### config.mk
export PLATFORM = sky130hd
export DESIGN_NAME = sag_rr_scheduler
export DESIGN_NICKNAME = d
export VERILOG_FILES = /design/src/rtl/sag_pkg.sv /design/src/rtl/paramNrInvSag.sv /design/src/rtl/sag_rr_arbiter.sv /design/src/rtl/sag_rr_scheduler.sv
export SDC_FILE = /design/constraint.sdc
export NUM_CORES = 1
export LEC_CHECK = 0
export ABC_AREA = 1
export BUFFER_PORTS_ARGS = -buffer_cell sky130_fd_sc_hd__buf_4
export CAP_MARGIN = 20
export CORE_UTILIZATION = 55
export DETAILED_ROUTE_END_ITERATION = 8
export PLACE_DENSITY = 0.76
export SETUP_SLACK_MARGIN = 0.2
export SYNTH_ARGS = -nofsm -noshare
export SYNTH_HDL_FRONTEND = slang
export SYNTH_HIERARCHICAL = 1
export SYNTH_SLANG_ARGS = --single-unit
### constraint.sdc
create_clock -name clk -period 11.58 [get_ports clk]
set_clock_uncertainty 0.1 [all_clocks]
set_input_delay 0.579 -clock clk [delete_from_list [all_inputs] [get_ports clk]]
set_output_delay 0.579 -clock clk [all_outputs]
set_load 0.05 [all_outputs]
### src/rtl/sag_pkg.sv
// Shared definitions for the SAG round-robin scheduler.
//   - op field bit positions inside a requester's 3-bit op code {rt,inv,nr}
//   - scheduler FSM state encoding
//   - round-robin pointer advance helper
package sag_pkg;

    localparam int OP_NR  = 0;   // non-reversing variant: zero-mask bits keep ascending order
    localparam int OP_INV = 1;   // inverse (un-gather) direction
    localparam int OP_RT  = 2;   // round-trip self-check: forward pass then inverse pass
    localparam int OPW    = 3;

    typedef enum logic {
        S_IDLE  = 1'b0,
        S_PASS2 = 1'b1
    } state_t;

    // Index of the requester that gets top priority after `idx` was granted.
    function automatic int rr_next(input int idx, input int nreq);
        return (idx + 1) % nreq;
    endfunction

endpackage

### src/rtl/paramNrInvSag.sv
// Combinational sheep-and-goats (SAG) permutation core.
//   Forward (inv=0): bits of di whose ci bit is 1 are packed, in ascending
//   order, into the low popcount(ci) result bits. Bits whose ci bit is 0 fill
//   the remaining high bits: with nr=0 the lowest such bit lands in the MSB
//   (reversed order), with nr=1 they keep ascending order above the packed field.
//   Inverse (inv=1): exact inverse of the forward permutation for the same ci/nr.
//   FORCE_NR / FORCE_INV: -1 uses the nr/inv inputs, 0 or 1 ties the mode.
// Ports:
//   di   in  N  data operand
//   ci   in  N  control mask
//   nr   in  1  non-reversing mode
//   inv  in  1  inverse direction
//   res  out N  permuted data
module paramNrInvSag #(
    parameter int LOG2N     = 3,
    parameter int FORCE_NR  = -1,
    parameter int FORCE_INV = -1
) (
    input  logic [(1<<LOG2N)-1:0] di,
    input  logic [(1<<LOG2N)-1:0] ci,
    input  logic                  nr,
    input  logic                  inv,
    output logic [(1<<LOG2N)-1:0] res
);

    localparam int N  = 1 << LOG2N;
    localparam int CW = LOG2N + 1;   // counters must hold N itself

    logic          nr_eff;
    logic          inv_eff;
    logic [CW-1:0] k;                // number of mask-1 bits
    logic [CW-1:0] n1;               // mask-1 bits seen so far
    logic [CW-1:0] n0;               // mask-0 bits seen so far
    logic [CW-1:0] pos;              // result position paired with source bit i

    assign nr_eff  = (FORCE_NR  < 0) ? nr  : (FORCE_NR  != 0);
    assign inv_eff = (FORCE_INV < 0) ? inv : (FORCE_INV != 0);

    // NOTE: blocking assignments here are deliberate: the counters carry a
    // value from one loop iteration to the next within a single evaluation,
    // and every variable gets a default first so no latch is inferred.
    always_comb begin
        res = '0;
        k   = '0;
        n1  = '0;
        n0  = '0;
        pos = '0;
        for (int i = 0; i < N; i++) begin
            k = k + CW'(ci[i]);
        end
        for (int i = 0; i < N; i++) begin
            if (ci[i]) begin
                pos = n1;
                n1  = n1 + CW'(1);
            end else begin
                pos = nr_eff ? (k + n0) : (CW'(N - 1) - n0);
                n0  = n0 + CW'(1);
            end
            // Source i and position pos form one pair of the permutation;
            // the direction flag only decides which side is read.
            if (inv_eff) begin
                res[i] = di[pos[LOG2N-1:0]];
            end else begin
                res[pos[LOG2N-1:0]] = di[i];
            end
        end
    end

endmodule

### src/rtl/sag_rr_arbiter.sv
// NREQ-way round-robin arbiter.
//   Grants the first asserted req at or after ptr, wrapping circularly.
//   Nothing is granted while en is low.
// Ports:
//   req      in  NREQ          request vector
//   ptr      in  $clog2(NREQ)  highest-priority index this cycle
//   en       in  1             grant enable
//   gnt      out NREQ          one-hot grant (all zero when nothing granted)
//   gnt_idx  out $clog2(NREQ)  index of the granted requester (0 when none)
module sag_rr_arbiter #(
    parameter int NREQ = 2
) (
    input  logic [NREQ-1:0]         req,
    input  logic [$clog2(NREQ)-1:0] ptr,
    input  logic                    en,
    output logic [NREQ-1:0]         gnt,
    output logic [$clog2(NREQ)-1:0] gnt_idx
);

    localparam int IDW = $clog2(NREQ);

    logic           found;
    logic [IDW-1:0] idx;

    always_comb begin
        gnt     = '0;
        gnt_idx = '0;
        found   = 1'b0;
        idx     = '0;
        for (int off = 0; off < NREQ; off++) begin
            idx = IDW'((int'(ptr) + off) % NREQ);
            if (en && !found && req[idx]) begin
                found      = 1'b1;
                gnt[idx]   = 1'b1;
                gnt_idx    = idx;
            end
        end
    end

endmodule

### src/rtl/sag_rr_scheduler.sv
// Round-robin scheduler sharing one SAG core between NREQ requesters.
//   Plain ops finish in the grant cycle and are registered into a single
//   output slot (latency 1). Round-trip ops run the core twice: forward at
//   grant, inverse in PASS2; the result and a mismatch flag go to the slot.
// Ports:
//   clk        in  1              rising-edge clock
//   rst        in  1              synchronous active-high reset
//   req_valid  in  NREQ           request valid per requester
//   req_ready  out NREQ           one-hot accept, combinational
//   req_di     in  NREQ*N         data operands, slice r = requester r
//   req_ci     in  NREQ*N         control masks
//   req_op     in  NREQ*3         {rt,inv,nr} per requester
//   req_tag    in  NREQ*TAGW      opaque tags
//   rsp_valid  out 1              result valid
//   rsp_ready  in  1              downstream accepts result
//   rsp_do     out N              result data
//   rsp_id     out $clog2(NREQ)   owning requester
//   rsp_tag    out TAGW           echoed tag
//   rsp_err    out 1              round-trip mismatch (0 for plain ops)
//   busy       out 1              PASS2 in progress or result pending
module sag_rr_scheduler
    import sag_pkg::*;
#(
    parameter int LOG2N = 3,
    parameter int NREQ  = 2,
    parameter int TAGW  = 4
) (
    input  logic                         clk,
    input  logic                         rst,
    input  logic [NREQ-1:0]              req_valid,
    output logic [NREQ-1:0]              req_ready,
    input  logic [NREQ*(1<<LOG2N)-1:0]   req_di,
    input  logic [NREQ*(1<<LOG2N)-1:0]   req_ci,
    input  logic [NREQ*3-1:0]            req_op,
    input  logic [NREQ*TAGW-1:0]         req_tag,
    output logic                         rsp_valid,
    input  logic                         rsp_ready,
    output logic [(1<<LOG2N)-1:0]        rsp_do,
    output logic [$clog2(NREQ)-1:0]      rsp_id,
    output logic [TAGW-1:0]              rsp_tag,
    output logic                         rsp_err,
    output logic                         busy
);

    localparam int N   = 1 << LOG2N;
    localparam int IDW = $clog2(NREQ);

    state_t          state;
    state_t          state_n;
    logic [IDW-1:0]  ptr;

    logic            slot_free;
    logic            arb_en;
    logic [NREQ-1:0] gnt;
    logic [IDW-1:0]  gnt_idx;

    // Payload of the granted requester
    logic [N-1:0]    g_di;
    logic [N-1:0]    g_ci;
    logic [OPW-1:0]  g_op;
    logic [TAGW-1:0] g_tag;

    // Operands held across a round-trip op
    logic [N-1:0]    p_mid;
    logic [N-1:0]    p_ci;
    logic [N-1:0]    p_di;
    logic            p_nr;
    logic            p_inv;
    logic [TAGW-1:0] p_tag;
    logic [IDW-1:0]  p_id;

    // Shared core
    logic [N-1:0]    core_di;
    logic [N-1:0]    core_ci;
    logic            core_nr;
    logic            core_inv;
    logic [N-1:0]    core_res;

    logic            load_direct;
    logic            load_fin;
    logic            latch_rt;

    // A result can be written when the slot is empty or drains this cycle.
    assign slot_free = !rsp_valid || rsp_ready;
    assign arb_en    = (state == S_IDLE) && slot_free;

    sag_rr_arbiter #(
        .NREQ (NREQ)
    ) u_arb (
        .req     (req_valid),
        .ptr     (ptr),
        .en      (arb_en),
        .gnt     (gnt),
        .gnt_idx (gnt_idx)
    );

    assign req_ready = gnt;

    assign g_di  = req_di [gnt_idx*N    +: N];
    assign g_ci  = req_ci [gnt_idx*N    +: N];
    assign g_op  = req_op [gnt_idx*OPW  +: OPW];
    assign g_tag = req_tag[gnt_idx*TAGW +: TAGW];

    paramNrInvSag #(
        .LOG2N     (LOG2N),
        .FORCE_NR  (-1),
        .FORCE_INV (-1)
    ) u_core (
        .di  (core_di),
        .ci  (core_ci),
        .nr  (core_nr),
        .inv (core_inv),
        .res (core_res)
    );

    // Next state, core input mux and slot/latch strobes.
    always_comb begin
        state_n     = state;
        load_direct = 1'b0;
        load_fin    = 1'b0;
        latch_rt    = 1'b0;
        core_di     = g_di;
        core_ci     = g_ci;
        core_nr     = g_op[OP_NR];
        core_inv    = g_op[OP_INV];
        case (state)
            S_IDLE: begin
                if (|gnt) begin
                    if (g_op[OP_RT]) begin
                        latch_rt = 1'b1;
                        state_n  = S_PASS2;
                    end else begin
                        load_direct = 1'b1;
                    end
                end
            end
            S_PASS2: begin
                // Second pass undoes the first: same mask and mode, flipped direction.
                core_di  = p_mid;
                core_ci  = p_ci;
                core_nr  = p_nr;
                core_inv = ~p_inv;
                if (slot_free) begin
                    load_fin = 1'b1;
                    state_n  = S_IDLE;
                end
            end
            default: state_n = S_IDLE;
        endcase
    end

    always_ff @(posedge clk) begin
        if (rst) begin
            state <= S_IDLE;
        end else begin
            state <= state_n;
        end
    end

    // Round-robin pointer and output slot.
    always_ff @(posedge clk) begin
        if (rst) begin
            ptr       <= '0;
            rsp_valid <= 1'b0;
            rsp_do    <= '0;
            rsp_id    <= '0;
            rsp_tag   <= '0;
            rsp_err   <= 1'b0;
        end else begin
            if (|gnt) begin
                ptr <= IDW'(rr_next(int'(gnt_idx), NREQ));
            end
            if (load_direct) begin
                rsp_valid <= 1'b1;
                rsp_do    <= core_res;
                rsp_id    <= gnt_idx;
                rsp_tag   <= g_tag;
                rsp_err   <= 1'b0;
            end else if (load_fin) begin
                rsp_valid <= 1'b1;
                rsp_do    <= core_res;
                rsp_id    <= p_id;
                rsp_tag   <= p_tag;
                rsp_err   <= (core_res != p_di);
            end else if (rsp_ready) begin
                rsp_valid <= 1'b0;
            end
        end
    end

    // NOTE: these operand holders are not reset: they are always written at
    // the grant that enters PASS2 and are read only in PASS2, which reset
    // leaves unreachable until the next such grant.
    always_ff @(posedge clk) begin
        if (latch_rt) begin
            p_mid <= core_res;
            p_ci  <= g_ci;
            p_di  <= g_di;
            p_nr  <= g_op[OP_NR];
            p_inv <= g_op[OP_INV];
            p_tag <= g_tag;
            p_id  <= gnt_idx;
        end
    end

    assign busy = (state != S_IDLE) || rsp_valid;

endmodule
-- Yosys cells after proc, flatten, opt, wreduce, memory -nomap -nowiden
Cells that the tools add are included.
- register bits: 48
- input bits: 51
- word-level logic and storage cells: 228
- output and inout bits: 18
- multiplexer cells: 127
- reduce and logical (&&, ||, !) cells: 22
- shift operators: 4
- bitwise logic cells: 4
- $add $sub $neg: 35
- order comparisons: 20
- eq/ne operators: 1
- multiply operators: 1
- operator list (kind ; number):
    two-way mux 3 bit ; 28
    bitwise mux 8 bit ; 7
    two-way mux 1 bit ; 53
    less-than comparator 3 x 4 -> 1 bit (second input constant) ; 8
    two-way mux 8 bit ; 4
    indexed part select 16 x 5 -> 8 bit ; 2
    adder 3 x 1 -> 3 bit (second input constant) ; 8
    binary-select mux 1 bit (select 3 bit) ; 8
    demux 1 bit (select 3 bit) ; 8
    greater-or-equal comparator 3 x 1 -> 1 bit (second input constant) ; 8
    adder 3 x 1 -> 3 bit ; 7
    adder 3 bit ; 6
    subtractor 3 bit (first input constant) ; 6
    two-way mux 4 bit ; 4
    logical AND 1 bit ; 14
    two-way mux 7 bit ; 2
    two-way mux 2 bit ; 6
    two-way mux 6 bit ; 2
    two-way mux 5 bit ; 2
    bitwise AND 8 bit ; 1
    inequality test 8 bit ; 1
    indexed part select 8 x 4 -> 4 bit ; 1
    adder 2 x 1 -> 3 bit (second input constant) ; 2
    indexed part select 6 x 4 -> 3 bit ; 1
    other kinds (16) ; 25

-- Depth between registers and ports, before layout
- depth in word-level cells: 42
- mapped depth: 54
- mapped depth without buffers: 52

-- Hierarchy
Netlist, hierarchy kept.
- by module, submodules not included (module ; instances ; cells an instance ; sequential area each (sq um) ; area each (sq um)):
    paramNrInvSag ; 1 ; 718 ; 0.0 ; 3702.3
    sag_rr_scheduler ; 1 ; 284 ; 1271.2 ; 2314.7
    sag_rr_arbiter ; 1 ; 6 ; 0.0 ; 26.3

-- Least setup slack after synthesis
Ideal clock, no wire load.
- path kind: input-to-reg
- start point: input rsp_ready
- end point: register rsp_err
- path buffers: 2
- data required time: 11.362 ns
- arrival: 6.729 ns
- stages: 48
- slack: 4.633 ns
- setup time: 0.118 ns
- path through: inv_1 > a21oi_1 > nand2_1 > a21oi_1 > buf_4 > buf_2 > nand2_1 > a31oi_1 > inv_1 > ha_1 > inv_1 > nand2_2 > nand2_2 > ha_1 > nand2_1 > nand2_1 > ha_1 > or2_2 > [12 not listed] > nand2_1 > nand2_1 > inv_1 > nand3_1 > nand2_1 > nand2_2 > nand2_4 > nand2_1 > nor2_1 > a31oi_1 > a21oi_1 > inv_1 > nand2_1 > nand2_1 > nor2_1 > nand3_1 > nor2_1 > nor2_1
- longest elaborated chain between the ends: 40
- elaborated cells on any way between the ends: 177
- those cells by class: add/sub: 33; mul: 1; order compare: 16; eq/ne: 1; shift: 3; mux: 105; bitwise: 2; reduce/logical: 16
- ends and longest elaborated chain (what ; line ; text):
    from (decl) ; sag_rr_scheduler.sv:37 ; input logic rsp_ready,
    logical OR 1 bit (*) ; sag_rr_scheduler.sv:84 ; assign slot_free = !rsp_valid || rsp_ready;
    logical AND 1 bit (*) ; sag_rr_scheduler.sv:85 ; assign arb_en = (state == S_IDLE) && slot_free;
    named net arb_en ; sag_rr_scheduler.sv:53 ; logic arb_en;
    logical AND 1 bit ; sag_rr_arbiter.sv:32 ; if (en && !found && req[idx]) begin
    two-way mux 1 bit ; sag_rr_arbiter.sv:32 ;
    logical NOT 1 bit ; sag_rr_arbiter.sv:32 ;
    logical AND 1 bit (2 in series) ; sag_rr_arbiter.sv:32 ;
    two-way mux 1 bit (*) ; sag_rr_arbiter.sv:32 ;
    named net gnt_idx ; sag_rr_scheduler.sv:55 ; logic [IDW-1:0] gnt_idx;
    indexed part select 16 x 5 -> 8 bit (*) ; sag_rr_scheduler.sv:100 ; assign g_ci = req_ci [gnt_idx*N +: N];
    two-way mux 8 bit (*) ; sag_rr_scheduler.sv:126 ; case (state)
    named net core_ci[0] ; sag_rr_scheduler.sv:74 ; logic [N-1:0] core_ci;
    parallel branches: the longest is 28 deep, another holds less-than comparator 3 x 4 -> 1 bit ; n/a ;
    two-way mux 7 bit (*) ; paramNrInvSag.sv:61 ; if (inv_eff) begin
    named net core_res[2] ; sag_rr_scheduler.sv:77 ; logic [N-1:0] core_res;
    inequality test 8 bit (*) ; sag_rr_scheduler.sv:184 ; rsp_err <= (core_res != p_di);
    to (signal assigned) ; sag_rr_scheduler.sv:184 ;
    to (decl) ; sag_rr_scheduler.sv:41 ; output logic rsp_err,
Mark *: on every way through the listed nets, which the timed path passes. The select of a mux whose other input is x is not followed.
A chain may end at the register's enable or synchronous reset.

-- Worst setup path after layout
- start point: register state
- end point: register rsp_err
- longest elaborated chain between the ends: 40
- elaborated cells on any way between the ends: 176
- those cells by class: add/sub: 33; mul: 1; order compare: 16; eq/ne: 1; shift: 3; mux: 104; bitwise: 3; reduce/logical: 15
- ends and longest elaborated chain (what ; line ; text):
    from (decl) ; sag_rr_scheduler.sv:48 ; state_t state;
    from (signal assigned) ; sag_rr_scheduler.sv:156 ; state <= state_n;
    inverter 1 bit (*) ; n/a ;
    logical AND 1 bit (*) ; sag_rr_scheduler.sv:85 ;
    named net arb_en ; sag_rr_scheduler.sv:53 ;
    logical AND 1 bit ; sag_rr_arbiter.sv:32 ;
    two-way mux 1 bit ; sag_rr_arbiter.sv:32 ;
    logical NOT 1 bit ; sag_rr_arbiter.sv:32 ;
    logical AND 1 bit (2 in series) ; sag_rr_arbiter.sv:32 ;
    two-way mux 1 bit (*) ; sag_rr_arbiter.sv:32 ;
    named net gnt_idx ; sag_rr_scheduler.sv:55 ;
    indexed part select 16 x 5 -> 8 bit (*) ; sag_rr_scheduler.sv:100 ;
    two-way mux 8 bit (*) ; sag_rr_scheduler.sv:126 ;
    named net core_ci[0] ; sag_rr_scheduler.sv:74 ;
    parallel branches: the longest is 28 deep, another holds less-than comparator 3 x 4 -> 1 bit ; n/a ;
    two-way mux 7 bit (*) ; paramNrInvSag.sv:61 ;
    named net core_res[2] ; sag_rr_scheduler.sv:77 ;
    inequality test 8 bit (*) ; sag_rr_scheduler.sv:184 ;
Marks and branches as above.

==> impl_results.md <==
- Area share of the largest cell type after synthesis: roughly 22%
- DIE AREA: between 10,000 and 15,000 µm²
- H-tree depth: 2
- Seq cells post-synth: between 40 and 50
- Slowest CP cell: ha_1
- Crit-path max cell delay: 490 ps
- Crit path DAT: 7890 ps
- Fin. Hold Viols: 0
- Dpl cells: approximately 1,200
- Top_reg_cell synth: edfxtp_1
- Critical Path Most Common Cell: nand2_1
- Measured slew at the worst slew-check pin: roughly 800 ps
- Crit path max-delay family: simple AND/OR/NAND/NOR gates
- Yosys top cell by area: nand2_1
- First-pass GRT wire length: just under 30,000 µm
- DPL Wire Length: 14,100 µm
- Clk Latency, worst-skew pair: approximately 320 ps
- Hold buffer count at CTS: 0
- DRT iter0 DRCs: around 580
- Fmax achieved: roughly 130 MHz
- DIE HEIGHT: around 110 µm
- WP data required: roughly 12,000 ps
- IO Pins: 69
- Overflow after GRT: 0
- Non-Filler Instances: roughly 1,200
- Finish-stage setup viols: 0
- Seq/Total Area, Yosys: 21.0%
- Crit path buf inv count: 7
- Area Growth Syn to Fin: 12.0%
- Post-CTS setup buffer count: 0
- Total track usage: 32.6%
- Critical Setup Path Class: reg2reg
- Routed wire length: 17,900 µm
- Routed wire length per instance: about 15 µm
- Input/output buffers: slightly below 70
- Fraction of layout cells with a size suffix above 1: between 10% and 20%
- Synthesized net count: between 1,000 and 1,500
- Clk slew on worst S/H paths: about 100 ps
- Synth Cell Area: 6040 µm²
- Ranking of synthesized cells by area: nand2_1, edfxtp_1, nand3_1
- Number of global-route vias before repair: around 6,100
- Post-synth cell types: between 40 and 50
- Starting Density: between 50% and 60%
- Worst-path fanout max: 27
- Post-synth EDFFs: 31
- Num CTS Buffers: 5
- Cts repair resizes: 0
- Register area: 1270 µm²
- Warnings, synthesis: 6
- CTS tree: done
- Ys async rst share: 0%
- Number of fill cells: between 1,000 and 1,500
- Vias: 6,840
- RR Startpoint: state
- Number of routed nets with antenna violations: 0
- DRC: 0
- Final Cycle Share: between 60% and 70%
- Slew Limit Fails: 0
- Max-cap violations: 0
- Initial DRT Pass Iterations: 6
- Syn Area/Cell: between 5 and 6 µm²
- Clk sinks: 48
- Origin of the worst min-delay path: rsp_do[3]
- Slew margin rel.: 45.9%
- Antenna violations before repair: 0
- Ant diodes: 0
- RePlAce Congestion: 0.939
- Clk root buf: clkbuf_8
- Worst setup SP type: register
- Synthesized instance count: between 1,000 and 1,500
- Outcome: complete, no violations
- Final min period: just under 8000 ps
- Setup TNS: 0 ps
- RSZ-0062 raised after global routing: no
- Worst Setup SP: state
- Largest net degree at the start of global routing: 38
- Std cell rows: 37
- Via density: ~5.7
- Multi-input logic area: 4140 µm²
- Max Root-Sink Buffers: 2
- Core area: about 11,000 µm²
- Worst hold path type: reg2reg
- Final net count: roughly 1,100
- CP Capture Type: register
- Chip width: roughly 110 µm
-- metrics by stage --
step	hold WS [ps]	setup WS, ps	cell area, µm²	util [%]
floorplan	425	4630	6040	-
global placement	378	3650	6660	63.4
detailed placement	381	3500	6660	63.4
CTS	395	3820	6770	64.4
global route	410	3040	6770	64.4
finish	391	3810	6770	64.4
-- per-layer routing --
layer	GRT usage, %	vias up	routed length [µm]
met1	46.3	3047	7860
met5	0	-	0
met2	50.8	356	7820
li1	-	3394	-
met4	11.3	0	488
met3	4.19	43	1780
-- path summary, 6_finish.rpt --
check / end / slack [ps] / cells past startpoint
setup / recovery: rsp_err / 3810 / 46
hold / removal: rsp_do[3] / 390 / 2
setup reg to reg: rsp_err / 3810 / 46
hold reg to reg: rsp_do[3] / 390 / 2
-- cells by family (layout without fill, tap and decap cells) --
family	count (synthesis)	after routing	share of synthesized area (%)
compound gates	103	103	9.96
xor+xnor	1	1	0.145
fa+ha+maj	31	31	7.66
buf+inv	157	214	10.8
flops	48	48	21.0
simple gates	668	668	50.4
-- tightest hold or removal path: cells and delay by family, from the launching register on --
family | cells | cell delay [ps]
compound gates | 1 | 60
simple gates | 1 | 70
flops | 1 | 320
-- sequential cells by signal, indices dropped and copies added (netlist names) --
signal / count
rsp_tag: 4
p_di: 8
p_ci: 8
p_tag: 4
rsp_err: 1
rsp_id: 1
p_mid: 8
p_inv: 1
state: 1
p_nr: 1
rsp_do: 8
ptr: 1
p_id: 1
rsp_valid: 1
-- cells in the final DEF (no fill, tap or decap), drive strengths merged, types with 2 or more instances in the layout --
cell / n
clkbuf: 6
a31oi: 19
nor2: 106
nor3: 6
o22ai: 8
nand4: 32
clkinv: 2
edfxtp: 31
nand3b: 4
a21oi: 30
dfxtp: 17
o221ai: 4
inv: 124
ha: 21
o21ai: 35
o211ai: 3
fa: 10
buf: 82
nand3: 120
o21a: 2
nand2: 388
or2: 9
and2: 2
-- final cells by class --
class	instances	share of cell area, %
Sequential cell	48	18.8
Clock buffer	6	1.39
Tap cell	136	2.51
Timing Repair Buffer	82	9.09
Clock inverter	2	0.222
Multi-Input combinational cell	803	61.1
Inverter	124	6.95
-- cell usage after synthesis, types with 5 or more instances --
master / n
or2_2: 7
ha_1: 21
buf_2: 11
nor2_1: 96
dfxtp_1: 17
o21ai_1: 13
nand3_2: 6
o22ai_1: 8
nand2_4: 12
inv_1: 111
a21oi_1: 27
edfxtp_1: 31
nor3_1: 5
o21ai_0: 20
nor2_2: 8
nand2_2: 21
nand2_1: 355
a31oi_1: 19
inv_2: 9
nand3_1: 111
clkbuf_1: 10
nand4_1: 32
fa_1: 10
Power is not shown: default switching activity piles up to over one toggle a cycle in this logic, so the estimate is an artifact.
